[src/rtl/spi_responder_if.sv]
// Bus bundle between an SPI mode-3 responder and its surroundings: serial
// pins from the master plus the parallel word and status side.
interface spi_responder_if #(
    parameter int SIZE = 40
);
    logic            sclk_in;
    logic            cs_n_in;
    logic            serial_in;
    logic            serial_out;
    logic            serial_oe_out;
    logic [SIZE-1:0] tx_data_in;
    logic [SIZE-1:0] rx_data_out;
    logic            rx_valid_out;
    logic            frame_error_out;
    logic            busy_out;

    modport master (
        output sclk_in, cs_n_in, serial_in, tx_data_in,
        input  serial_out, serial_oe_out, rx_data_out, rx_valid_out,
               frame_error_out, busy_out
    );

    modport slave (
        input  sclk_in, cs_n_in, serial_in, tx_data_in,
        output serial_out, serial_oe_out, rx_data_out, rx_valid_out,
               frame_error_out, busy_out
    );
endinterface

[src/rtl/spi_responder.sv]
// Oversampled SPI mode-3 (CPOL=1, CPHA=1) responder, MSB first. Serial pins are
// synchronized into clk_in; shifting happens on detected sclk edges.
module spi_responder #(
    parameter int SIZE        = 40,
    parameter int SYNC_STAGES = 2
) (
    input  logic          clk_in,
    input  logic          reset_in,
    spi_responder_if.slave bus
);
    localparam int CNT_W = $clog2(SIZE + 2);
    localparam logic [CNT_W-1:0] CNT_FULL = CNT_W'(SIZE);
    localparam logic [CNT_W-1:0] CNT_SAT  = CNT_W'(SIZE + 1);

    typedef enum logic [1:0] {IDLE, ACTIVE, END} state_t;

    state_t                 state;
    logic [SYNC_STAGES-1:0] sclk_sync;
    logic [SYNC_STAGES-1:0] cs_n_sync;
    logic [SYNC_STAGES-1:0] mosi_sync;
    logic                   sclk_prev;
    logic                   sclk_s;
    logic                   cs_n_s;
    logic                   mosi_s;
    logic                   sclk_rise;
    logic                   sclk_fall;
    logic [CNT_W-1:0]       bit_cnt;
    logic [SIZE-2:0]        tx_shift;
    logic [SIZE-1:0]        rx_shift;

    // Identical chains on all three pins keep mosi aligned with the detected edge.
    always_ff @(posedge clk_in or posedge reset_in) begin
        if (reset_in) begin
            sclk_sync <= {SYNC_STAGES{1'b1}};
            cs_n_sync <= {SYNC_STAGES{1'b1}};
            mosi_sync <= '0;
            sclk_prev <= 1'b1;
        end else begin
            sclk_sync <= {sclk_sync[SYNC_STAGES-2:0], bus.sclk_in};
            cs_n_sync <= {cs_n_sync[SYNC_STAGES-2:0], bus.cs_n_in};
            mosi_sync <= {mosi_sync[SYNC_STAGES-2:0], bus.serial_in};
            sclk_prev <= sclk_s;
        end
    end

    assign sclk_s    = sclk_sync[SYNC_STAGES-1];
    assign cs_n_s    = cs_n_sync[SYNC_STAGES-1];
    assign mosi_s    = mosi_sync[SYNC_STAGES-1];
    assign sclk_rise = sclk_s & ~sclk_prev;
    assign sclk_fall = ~sclk_s & sclk_prev;

    // tx_shift holds only the bits still to come; the current bit sits on serial_out.
    always_ff @(posedge clk_in or posedge reset_in) begin
        if (reset_in) begin
            state               <= IDLE;
            bit_cnt             <= '0;
            tx_shift            <= '0;
            rx_shift            <= '0;
            bus.serial_out      <= 1'b0;
            bus.serial_oe_out   <= 1'b0;
            bus.rx_data_out     <= '0;
            bus.rx_valid_out    <= 1'b0;
            bus.frame_error_out <= 1'b0;
            bus.busy_out        <= 1'b0;
        end else begin
            bus.rx_valid_out    <= 1'b0;
            bus.frame_error_out <= 1'b0;
            case (state)
                IDLE: begin
                    bus.serial_out <= bus.tx_data_in[SIZE-1];
                    if (!cs_n_s) begin
                        state             <= ACTIVE;
                        tx_shift          <= bus.tx_data_in[SIZE-2:0];
                        bit_cnt           <= '0;
                        rx_shift          <= '0;
                        bus.serial_oe_out <= 1'b1;
                        bus.busy_out      <= 1'b1;
                    end
                end
                ACTIVE: begin
                    if (cs_n_s) begin
                        state             <= END;
                        bus.serial_oe_out <= 1'b0;
                        bus.busy_out      <= 1'b0;
                    end else begin
                        if (sclk_rise) begin
                            rx_shift <= {rx_shift[SIZE-2:0], mosi_s};
                            if (bit_cnt != CNT_SAT) begin
                                bit_cnt <= bit_cnt + 1'b1;
                            end
                        end
                        // The leading fall (no bit sampled yet) keeps the MSB on the line.
                        if (sclk_fall && bit_cnt != '0) begin
                            bus.serial_out <= tx_shift[SIZE-2];
                            tx_shift       <= {tx_shift[SIZE-3:0], 1'b0};
                        end
                    end
                end
                END: begin
                    state <= IDLE;
                    if (bit_cnt == CNT_FULL) begin
                        bus.rx_data_out  <= rx_shift;
                        bus.rx_valid_out <= 1'b1;
                    end else begin
                        bus.frame_error_out <= 1'b1;
                    end
                end
                default: state <= IDLE;
            endcase
        end
    end
endmodule

[src/flat_wrapper.sv]
// flat-port wrapper written by rule: the top's interface ports become plain ports
module spi_responder_flat 
#(
    parameter int SIZE        = 40,
    parameter int SYNC_STAGES = 2
)
  (clk_in, reset_in, bus_sclk_in, bus_cs_n_in, bus_serial_in, bus_tx_data_in, bus_serial_out, bus_serial_oe_out, bus_rx_data_out, bus_rx_valid_out, bus_frame_error_out, bus_busy_out);
  spi_responder_if #(.SIZE(SIZE)) bus_i ();
  input  logic clk_in;
  input  logic reset_in;
  input wire logic [$bits(bus_i.sclk_in)-1:0] bus_sclk_in;
  input wire logic [$bits(bus_i.cs_n_in)-1:0] bus_cs_n_in;
  input wire logic [$bits(bus_i.serial_in)-1:0] bus_serial_in;
  input wire logic [$bits(bus_i.tx_data_in)-1:0] bus_tx_data_in;
  output wire logic [$bits(bus_i.serial_out)-1:0] bus_serial_out;
  output wire logic [$bits(bus_i.serial_oe_out)-1:0] bus_serial_oe_out;
  output wire logic [$bits(bus_i.rx_data_out)-1:0] bus_rx_data_out;
  output wire logic [$bits(bus_i.rx_valid_out)-1:0] bus_rx_valid_out;
  output wire logic [$bits(bus_i.frame_error_out)-1:0] bus_frame_error_out;
  output wire logic [$bits(bus_i.busy_out)-1:0] bus_busy_out;
  assign bus_i.sclk_in = bus_sclk_in;
  assign bus_i.cs_n_in = bus_cs_n_in;
  assign bus_i.serial_in = bus_serial_in;
  assign bus_i.tx_data_in = bus_tx_data_in;
  assign bus_serial_out = bus_i.serial_out;
  assign bus_serial_oe_out = bus_i.serial_oe_out;
  assign bus_rx_data_out = bus_i.rx_data_out;
  assign bus_rx_valid_out = bus_i.rx_valid_out;
  assign bus_frame_error_out = bus_i.frame_error_out;
  assign bus_busy_out = bus_i.busy_out;
  spi_responder #(.SIZE(SIZE), .SYNC_STAGES(SYNC_STAGES)) u_core (.clk_in(clk_in), .reset_in(reset_in), .bus(bus_i));
endmodule
[config.mk]
export PLATFORM = sky130hd
export DESIGN_NAME = spi_responder_flat
export DESIGN_NICKNAME = d
export VERILOG_FILES = /design/src/rtl/spi_responder_if.sv /design/src/rtl/spi_responder.sv /design/src/flat_wrapper.sv
export SDC_FILE = /design/constraint.sdc
export NUM_CORES = 1
export LEC_CHECK = 0
export BUFFER_PORTS_ARGS = -buffer_cell sky130_fd_sc_hd__buf_2
export CAP_MARGIN = 20
export CORE_MARGIN = 3
export CORE_UTILIZATION = 38
export DETAILED_ROUTE_END_ITERATION = 16
export GPL_ROUTABILITY_DRIVEN = 0
export PLACE_DENSITY = 0.56
export SLEW_MARGIN = 20
export SYNTH_ARGS = -nofsm -noshare
export SYNTH_HDL_FRONTEND = slang
export SYNTH_SLANG_ARGS = --single-unit
[constraint.sdc]
create_clock -name clk_in -period 4.2 [get_ports clk_in]
set_input_delay 0 -clock clk_in [delete_from_list [all_inputs] [get_ports clk_in]]
set_output_delay 0 -clock clk_in [all_outputs]
set_load 0.05 [all_outputs]
# Word-level counts from Yosys, hierarchy flattened
# Index checks and enable logic that the tools add are counted.
# word_totals
reg_bits,138
elab_cells,65
out_inout_bits,45
# op_classes
n_reduce_logical,11
add_sub_neg,1
n_eq_ne,10
n_bitwise,4
n_mux,26
# op_table
operator,n
$mux W40,3
$mux W39,3
$pmux W40 S2,1
$pmux W39 S2,1
$mux W6,4
$pmux W6 S2,1
$mux W1,8
$ne A2 B1 Y1 const B,4
$reduce_and A4 Y1,2
$add A6 B1 Y6 const B,1
$eq A6 B6 Y1 const B,1
$ne A6 B6 Y1 const B,1
$reduce_and A3 Y1,2
$reduce_bool A6 Y1,1
$reduce_and A5 Y1,1
$mux W2,2
$ne A2 B2 Y1 const B,2
$pmux W1 S2,2
$pmux W2 S2,1
$reduce_and A2 Y1,2
$and A1 B1 Y1,2
$eq A2 B1 Y1 const B,1
$eq A2 B2 Y1 const B,1
$logic_not A2 Y1,1
3 further kinds,4

# Logic depth before layout (Yosys ltp)
# logic_depth
depth_word,6
ltp_mapped,7
depth_no_buf,5

# Worst setup path after synthesis
# Ideal clock, no wire load.
# synth_timing
path_kind,register -> register
start,register u_core.bit_cnt[0]
end,register u_core.tx_shift[1]
arrival_time_ns,1.607
n_path_buf,2
path_stages_with_launch,8
setup_slack_ns,2.468
synth_period_minus_slack_ns,1.732
path_cell_list,dfrtp_1 inv_1 ha_1 nand4_1 nand3_1 buf_2 buf_6 mux2_2
# synth_between
elab_chain_cells,4
# synth_lines
item,line,rtl
start: declaration,spi_responder.sv:27,logic [CNT_W-1:0] bit_cnt;
start signal: assignment,spi_responder.sv:89,bit_cnt <= bit_cnt + 1'b1;
$reduce_bool A6 Y1,spi_responder.sv:93,if (sclk_fall && bit_cnt != '0) begin
$logic_and A1 B1 Y1,spi_responder.sv:93,
$ne A2 B1 Y1 (no line),--,
$reduce_and A4 Y1 (no line),--,
end signal: assignment,spi_responder.sv:73,tx_shift <= bus.tx_data_in[SIZE-2:0];
end signal: assignment,spi_responder.sv:95,"tx_shift <= {tx_shift[SIZE-3:0], 1'b0};"
end: declaration,spi_responder.sv:28,logic [SIZE-2:0] tx_shift;
# No other way between the ends.
# A chain may end at the register's enable or synchronous reset.

# Final worst setup path
# layout_timing
start,register u_core.bit_cnt[0]
end,register u_core.tx_shift[7]
# Same word-level chain as after synthesis.

==> results.cfg <==
[run_status]
status = finished, final reports clean

[final_layout]
design_area_um2 = 7451
fin_util_pct = 50.50
drive_gt1_share_pct = 28.69
syn2layout_area_growth_pct = 28.23
antennaDiodeCount = 0
layout.nets = 638

[detailed_routing]
ant_nets = 0
top_layer_used = met4
vias_per_cell = 4.729
met2_length_um = 4922
drt-met1-wl_um = 4910
drt_iter0_drc = 146
drt-total-wl_um = 10600
drcViolationCount = 0
wl_met3_um = 607
wl_per_cell_um = 13.47
dr.pass1.iters = 5
vias = 3722

[worst_setup_path]
slowest_delay_ns = 0.77
critPathRequiredTime_ns = 4.50
worstSetupStartpointType = flip-flop
cp-end-kind = flip-flop
cp_cell_sequence = inv_1 -> ha_1 -> nand4_1 -> nand3_2 -> mux2_1
arrival_ns = 2.70
crit_type = flip-flop to flip-flop
critPathMaxFanout = 39
reg2reg_slack_ns = 1.79
cp_slowest_cell = nand3_2
timing.critical_path.buf_inv = 1
cp_top_family = simple AND/OR/NAND/NOR gates

[clock_network]
hold_buffers = 43
h-tree-depth = 4
clock_sinks = 138
clk_path_buf_depth = 2
insertion_delay_ns = 0.42
cts_buffers = 17
clk_pin_slew_ns = 0.06
cts_setup_buffers = 0
cts.root.buffer_cell = clkbuf_16
post_cts_resized = 0
cts_tree = done

[placement]
place_area_um2 = 6379
io_buffers = 89
dp_hpwl_um = 6729

[timing]
skew_ns = 0.008202
worstMarginPinSlew_ns = 0.9999
post-route-period-util_pct = 57.33
clock.fmax_mhz = 415.3
finalSetupTns_ns = 0
finalSetupViolations = 0
finalHoldViolCount = 0
fin_hold_ws_ns = 0.01198
drv_slew = 0
period_needed_ns = 2.408
max-slew-margin-rel_pct = 33.26
rsz0062_at_grt = no

[grt]
antenna_found_initial = 0
grt_pass1_wl_um = 18110
grt_overflow = 0
grt_pass1_vias = 3740
grt_usage_pct = 13.63
grt_max_degree = 97

[die]
die_area_um2 = 16810
chipWidth_um = 129.7
fp-row-count = 44
core_um2 = 14750
die_y_um = 129.7
initial_utilization_pct = 39.38
io-pin-count = 90

[yosys]
syn_nets = 509
yosys.cell_types.count = 36
synth_area_um2 = 5811
synthCells = 461
ys_ff_latch = 138
yosys_most_used_dff = dfrtp_1
async_flop_share_pct = 100.0
yosys_warnings = 0
ys_seq_area_share_pct = 59.54
synth.avg_cell_area_um2 = 12.60
synth_edf_count = 0

[power]
ir_drop_v = 0.0002942
p_per_area_nw_per_um2 = 482.8
p_leak_nw = 3.543

[worst_hold_path]
hold_path_class = primary input to flip-flop

[run]
drv_cap = 0
## metal layers
layer | global-route usage, % | up-vias
li1 | - | 1838
met1 | 17.50 | 1787
met2 | 21.08 | 84
met3 | 5.400 | 13
met4 | 4.768 | 0
met5 | 0 | -
## Yosys cell counts, types with 2 or more instances
library cell	count	area share, %
buf_4	5	0.65
nand3_1	3	0.26
a21oi_1	6	0.52
nor3_1	2	0.17
nor2_1	4	0.26
dfstp_2	5	2.3
buf_6	2	0.39
mux2i_1	2	0.34
buf_2	16	1.4
dfrtp_1	133	57
o21ai_1	44	3.8
clkbuf_1	4	0.26
mux2_1	82	16
ha_1	3	0.65
nor2b_1	4	0.43
mux2_2	35	6.8
nand2_1	83	5.4
inv_2	2	0.13
inv_1	7	0.45
or3_1	3	0.32
## power breakdown
part | leakage [nW] | switching (W) | internal, W
Clock | 0.294 | 0.000550 | 0.000984
Combinational | 1.44 | 0.000193 | 0.000253
Sequential | 1.81 | 0.0000976 | 0.00152
Total | 3.54 | 0.000841 | 0.00276
## worst paths after layout
check,startpoint,endpoint,depth (start not counted)
worst min-delay path,bus_tx_data_in[39],u_core.bus.serial_out,4
min in group asynchronous,reset_in,u_core.tx_shift[9],3
worst max-delay path,u_core.bit_cnt[0],u_core.tx_shift[7],5
max in group asynchronous,reset_in,u_core.rx_shift[6],4
worst max register to register,u_core.bit_cnt[0],u_core.tx_shift[7],5
worst min register to register,u_core.mosi_sync[0],u_core.mosi_sync[1],0
## cell families (layout without fill, tap and decap cells)
group	count (synthesis)	count (layout)	share of synthesized area (%)
DFF	138	138	59.54
and+or+nand+nor	107	107	8.161
AOI/OAI and AO/OA	58	58	5.383
muxes	119	119	23.02
adders and majority gates	3	3	0.6461
buffers and inverters	36	178	3.252
## cells in the final DEF (no fill, tap or decap), drive strengths merged, types with 2 or more instances in the layout
| master | count |
|---|---|
| dfrtp | 133 |
| mux2 | 117 |
| buf | 94 |
| nand2 | 83 |
| o21ai | 46 |
| dlygate4sd3 | 43 |
| clkbuf | 23 |
| inv | 10 |
| a21oi | 6 |
| nor2 | 6 |
| dfstp | 5 |
| nor2b | 4 |
| or3 | 3 |
| ha | 3 |
| bufinv | 3 |
| nand3 | 3 |
| clkinv | 3 |
| mux2i | 2 |
| nor3 | 2 |
| clkinvlp | 2 |
| nand4 | 2 |
| a31oi | 2 |
## stage by stage
step           power, W  setup WS, ns  std cells
2_1_floorplan  0.001957        0.5121        461
3_3_place_gp   0.002028         1.824        711
6_report       0.003598         1.792        787
4_1_cts        0.003634         1.735        786
3_5_place_dp   0.002055         1.750        711
5_1_grt        0.003785         1.606        787
## sequential cells by signal, summed over array words and instances (netlist names)
| register | count |
|---|---|
| u_core.bus.rx_valid_out | 1 |
| u_core.cs_n_sync | 2 |
| u_core.bus.rx_data_out | 40 |
| u_core.tx_shift | 39 |
| u_core.state | 2 |
| u_core.mosi_sync | 2 |
| u_core.bus.serial_oe_out | 1 |
| u_core.rx_shift | 40 |
| u_core.bus.frame_error_out | 1 |
| u_core.sclk_prev | 1 |
| u_core.bus.serial_out | 1 |
| u_core.sclk_sync | 2 |
| u_core.bit_cnt | 6 |
## area by class of cell
| type | instances | area, µm² |
|---|---|---|
| Inverter | 9 | 38.79 |
| Timing Repair Buffer | 137 | 933.4 |
| Tap cell | 184 | 230.2 |
| Fill cell | 1336 | 7303 |
| Sequential cell | 138 | 3460 |
| Multi-Input combinational cell | 287 | 2175 |
| Clock inverter | 9 | 136.4 |
| Clock buffer | 23 | 478.0 |
## tightest hold or removal path, stage by stage
cell and delay, ns:
buf_2 0.08, nor2b_1 0.13, a211oi_1 0.06, a21oi_1 0.11
Power figures use the tool's default switching activity.
